<file path="config.mk">
export PLATFORM = sky130hd
export DESIGN_NAME = bru_notif_queue
export DESIGN_NICKNAME = d
export VERILOG_FILES = /design/src/rtl/core_types_pkg.sv /design/src/rtl/bru_notif_queue.sv
export SDC_FILE = /design/constraint.sdc
export NUM_CORES = 1
export LEC_CHECK = 0
export CAP_MARGIN = 10
export CORE_MARGIN = 5
export CORE_UTILIZATION = 60
export CTS_BUF_LIST = sky130_fd_sc_hd__clkbuf_8
export CTS_CLUSTER_SIZE = 28
export DETAILED_ROUTE_END_ITERATION = 10
export PLACE_DENSITY = 0.95
export RECOVER_POWER = 50
export REMOVE_ABC_BUFFERS = 1
export SLEW_MARGIN = 0
export SYNTH_ARGS = -nofsm -noshare
export SYNTH_HDL_FRONTEND = slang
export SYNTH_SLANG_ARGS = --single-unit
</file>
<file path="constraint.sdc">
create_clock -name CLK -period 9.5 [get_ports CLK]
set_clock_uncertainty 0.2 [all_clocks]
set_input_delay 1.9 -clock CLK [delete_from_list [all_inputs] [get_ports CLK]]
set_output_delay 1.9 -clock CLK [all_outputs]
set_load 0.01 [all_outputs]
</file>
<file path="src/rtl/core_types_pkg.sv">
// Core-wide widths and the branch notification bundle passed from the BRU to the ROB.
package core_types_pkg;
  localparam int LOG_ROB_ENTRIES     = 6;
  localparam int BTB_PRED_INFO_WIDTH = 8;

  typedef struct packed {
    logic [LOG_ROB_ENTRIES-1:0]     ROB_index;
    logic                           is_mispredict;
    logic                           is_taken;
    logic                           is_out_of_range;
    logic [BTB_PRED_INFO_WIDTH-1:0] updated_pred_info;
    logic [31:0]                    start_PC;
    logic [31:0]                    target_PC;
  } branch_notif_t;
endpackage

</file>
<file path="src/rtl/bru_notif_queue.sv">
// FIFO decoupling bru_pipeline branch notifications from ROB backpressure, flushable on restart.
// Optional same-cycle empty-queue bypass under BRU_NOTIF_QUEUE_BYPASS_EN.
module bru_notif_queue
  import core_types_pkg::*;
#(
  parameter int DEPTH = 4
) (
  input  logic                           CLK,
  input  logic                           nRST,
  input  logic                           enq_valid,
  input  logic [LOG_ROB_ENTRIES-1:0]     enq_ROB_index,
  input  logic                           enq_is_mispredict,
  input  logic                           enq_is_taken,
  input  logic                           enq_is_out_of_range,
  input  logic [BTB_PRED_INFO_WIDTH-1:0] enq_updated_pred_info,
  input  logic [31:0]                    enq_start_PC,
  input  logic [31:0]                    enq_target_PC,
  output logic                           enq_ready,
  output logic                           deq_valid,
  output logic [LOG_ROB_ENTRIES-1:0]     deq_ROB_index,
  output logic                           deq_is_mispredict,
  output logic                           deq_is_taken,
  output logic                           deq_is_out_of_range,
  output logic [BTB_PRED_INFO_WIDTH-1:0] deq_updated_pred_info,
  output logic [31:0]                    deq_start_PC,
  output logic [31:0]                    deq_target_PC,
  input  logic                           deq_ready,
  input  logic                           flush,
  output logic [$clog2(DEPTH):0]         occupancy
);
  localparam int IW = $clog2(DEPTH);

  branch_notif_t mem [DEPTH];
  branch_notif_t enq_bus, rd_bus, deq_bus;
  logic [IW:0]   enq_ptr, deq_ptr;
  logic          full, empty, bypass, enq_fire, deq_fire, wr_en, deq_inc;

  assign enq_bus = '{ROB_index: enq_ROB_index, is_mispredict: enq_is_mispredict,
                     is_taken: enq_is_taken, is_out_of_range: enq_is_out_of_range,
                     updated_pred_info: enq_updated_pred_info,
                     start_PC: enq_start_PC, target_PC: enq_target_PC};

  assign empty = (enq_ptr == deq_ptr);
  assign full  = (enq_ptr[IW] != deq_ptr[IW]) && (enq_ptr[IW-1:0] == deq_ptr[IW-1:0]);

`ifdef BRU_NOTIF_QUEUE_BYPASS_EN
  assign bypass = empty && enq_valid && !flush;
`else
  assign bypass = 1'b0;
`endif

  assign enq_ready = !full;
  assign deq_valid = !empty || bypass;
  assign enq_fire  = enq_valid && enq_ready;
  assign deq_fire  = deq_valid && deq_ready;
  // A bypassed entry that the ROB takes this cycle never touches storage or pointers.
  assign wr_en     = enq_fire && !(bypass && deq_ready);
  assign deq_inc   = deq_fire && !empty;
  assign occupancy = enq_ptr - deq_ptr;

  always_ff @(posedge CLK or negedge nRST) begin
    if (!nRST) begin
      enq_ptr <= '0;
      deq_ptr <= '0;
    end else if (flush) begin
      enq_ptr <= '0;
      deq_ptr <= '0;
    end else begin
      if (wr_en)   enq_ptr <= enq_ptr + 1'b1;
      if (deq_inc) deq_ptr <= deq_ptr + 1'b1;
    end
  end

  always_ff @(posedge CLK) begin
    if (wr_en) mem[enq_ptr[IW-1:0]] <= enq_bus;
  end

  // Gate with deq_valid so the fields read zero out of reset without resetting storage.
  assign rd_bus  = bypass ? enq_bus : mem[deq_ptr[IW-1:0]];
  assign deq_bus = deq_valid ? rd_bus : '0;

  assign deq_ROB_index         = deq_bus.ROB_index;
  assign deq_is_mispredict     = deq_bus.is_mispredict;
  assign deq_is_taken          = deq_bus.is_taken;
  assign deq_is_out_of_range   = deq_bus.is_out_of_range;
  assign deq_updated_pred_info = deq_bus.updated_pred_info;
  assign deq_start_PC          = deq_bus.start_PC;
  assign deq_target_PC         = deq_bus.target_PC;
endmodule

</file>
==> impl_metrics.py <==
metrics = {
    "pwr": {
        "p_leak_uw": 0.005104,
        "ir_drop_uv": 272.0,
        "powerDensity_nw_per_um2": 331.9,
    },
    "floorplan": {
        "rows": 53,
        "num_io_pins": 172,
        "start_util_pct": 60.89,
        "dieWidth_um": 156.1,
        "die-area_sq_um": 24350,
        "coreArea_sq_um": 21020,
        "die_h_um": 156.1,
    },
    "clock_network": {
        "root_buffer": "clkbuf_8",
        "clkLatencyLatePin_ns": 0.54,
        "clockBufferDepth": 3,
        "cts_buffers": 51,
        "clkTransAtPathRegs_ns": 0.06,
        "h-tree-depth": 2,
        "cts_resized": 0,
        "cts_tree": "yes",
        "cts.sinks": 330,
        "holdBufCountCts": 0,
        "post-cts-setup-buffer-count": 0,
    },
    "yosys": {
        "ys_seq_elements": 330,
        "synth-seq-area-share_pct": 77.18,
        "synthDominantCellAreaShare_pct": 76.01,
        "synth_area_leaders": "edfxtp_1 (76%), mux4_2 (14%), and2_1 (4.2%)",
        "synth.avg_cell_area_sq_um": 22.11,
        "ys_warn_count": 0,
        "syn_inst": 579,
        "yosysTopAreaCell": "edfxtp_1",
        "mappedNetlistArea_sq_um": 12800,
        "ys_types": 30,
    },
    "layout": {
        "layout_common_cells": "edfxtp_1 (324), clkdlybuf4s50_1 (87), dlygate4sd3_1 (84), mux4_2 (81), and2_1 (81)",
        "area_growth_pct": 22.06,
        "drive_gt1_share_pct": 18.77,
        "finalNetCount": 873,
        "fin_cells": 1092,
        "stdcell_area_sq_um": 15620,
        "final_common_cell": "edfxtp_1",
    },
    "timing": {
        "hold_viol_final": 0,
        "min_period_over_period_pct": 61.28,
        "tns_ns": 0,
        "finalSetupViolations": 0,
        "relSlewSlack_pct": -51.59,
        "setup_ws_ns": 3.679,
        "fmax_mhz": 171.8,
        "rsz0062_at_grt": "no",
        "tightestPinTransition_ns": 2.273,
        "fin_crit_ns": 5.821,
        "maxSlewViolCount": 62,
    },
    "worst_setup_path": {
        "r2r-start": "deq_ptr[0]",
        "max_stage_delay_ns": 1.08,
        "arrival_ns": 3.72,
        "critPathSlowestCell": "dfrtp_4",
        "worstPathMaxFanout": 82,
        "path_class": "reg -> out",
        "cp-end-kind": "primary output",
        "required_ns": 7.40,
        "startpoint": "deq_ptr[0]",
        "crit_chain": "ha_1 > nand3_2 > buf_4 > and2_1 > clkdlybuf4s50_1",
        "worstSetupStartpointType": "flip-flop",
    },
    "status": {
        "outcome": "complete, but fails checks",
        "violations": "capacitance limit, slew limit",
    },
    "hold_path": {
        "min_from": "enq_ptr[1]",
        "holdCritPathClass": "reg -> reg",
    },
    "placement": {
        "place_congestion": 0.7433,
        "placed_cell_area_sq_um": 14750,
        "place_inst": 1001,
        "dp_slack_ns": 4.188,
        "dp_hpwl_um": 15320,
        "port_buffers": 171,
    },
    "global_routing": {
        "antenna_found_initial": 4,
        "grt_start_max_net_pins": 83,
        "grt_usage_pct": 20.73,
        "grt_overflow_total": 0,
        "grt_pass1_wl_um": 38700,
        "first_global_vias": 6880,
    },
    "routing": {
        "routed_via_density": 5.836,
        "routed_wl_um": 24920,
        "drt_iter0_markers": 480,
        "drtAntennaViolNets": 0,
        "wl_per_cell_um": 22.82,
        "remaining_drc_errors": 0,
        "via_count": 6373,
        "first_pass_iters": 5,
    },
    "run": {
        "cap_violations": 2,
    },
}
-- per-layer routing --
metal / wire [um] / up-vias / GRT usage [%]
li1: - / 2768 / -
met1: 9967 / 3308 / 28.66
met2: 12710 / 260 / 33.92
met3: 1916 / 33 / 5.243
met4: 314 / 4 / 5.169
met5: 17 / - / 0
-- final cells by class --
cell class / instances / area [sq um]
antenna: 2 / 5.005
inverter: 5 / 18.77
clock buffer: 53 / 729.5
fill: 1163 / 5398
clock inverter: 36 / 146.4
multi-input combinational: 213 / 2729
sequential: 330 / 9887
timing repair buffer: 178 / 1764
tap: 275 / 344.1
-- logic make-up after synthesis --
| kind of cell | Yosys count | share of synthesized area, % |
|---|---|---|
| xor+xnor | 2 | 0.1369 |
| buf+inv | 36 | 1.574 |
| compound gates | 9 | 0.4986 |
| simple gates | 112 | 5.425 |
| mux | 82 | 14.34 |
| fa+ha+maj | 8 | 0.8406 |
| flops | 330 | 77.18 |
-- flip-flops by register name (all words and copies together), names as in the netlist --
name,count
mem,324
deq_ptr,3
enq_ptr,3
-- where the power goes --
group	switching, uW	total (uW)	internal (uW)
registers	132	2000	1870
logic	988	2170	1180
clock network	498	1010	514
-- per-stage QoR --
stage,power (uW),hold WS (ns),util (%)
after floorplan,3157,0.3477,-
after global placement,4154,0.3751,70.16
after detailed placement,4238,0.4407,70.16
after CTS,5264,0.4470,74.32
after global routing,5452,0.4967,74.32
final,5185,0.4527,74.32
-- path summary, 6_finish.rpt --
kind / cells after the start / endpoint / slack [ns]
max: 5 / deq_start_PC[1] / 3.68
min: 2 / enq_ptr[1] / 0.45
max reg2reg: 5 / mem[3][32] / 4.20
min reg2reg: 2 / enq_ptr[1] / 0.45
max in group asynchronous: 1 / deq_ptr[0] / 7.31
min in group asynchronous: 1 / enq_ptr[0] / 1.50
-- cell usage after synthesis --
master     instances
a31oi_1            5
a32oi_1            1
and2_1            85
buf_2             11
buf_6              7
clkbuf_1          13
dfrtp_1            6
edfxtp_1         324
fa_1               1
ha_1               7
inv_1              5
mux2_1             1
mux4_2            81
nand2_1            4
nand3_1            6
nand3b_1           2
nand4b_1           2
nand4bb_1          1
nor2_1             3
nor2b_1            1
nor3_1             1
nor3b_1            2
o211ai_1           1
o21a_1             1
o311ai_0           1
or2_2              1
or3_1              1
or3b_1             1
or4_1              2
xnor2_1            2
-- critical path, delay by kind of cell, from the launching register on --
kind                     cells  cell delay, ns
buffers and inverters        2            1.17
flip-flops                   1            1.08
adder cells (fa/ha/maj)      1            0.49
AND/OR/NAND/NOR              2            0.37
(Power assumes the default switching activity.)
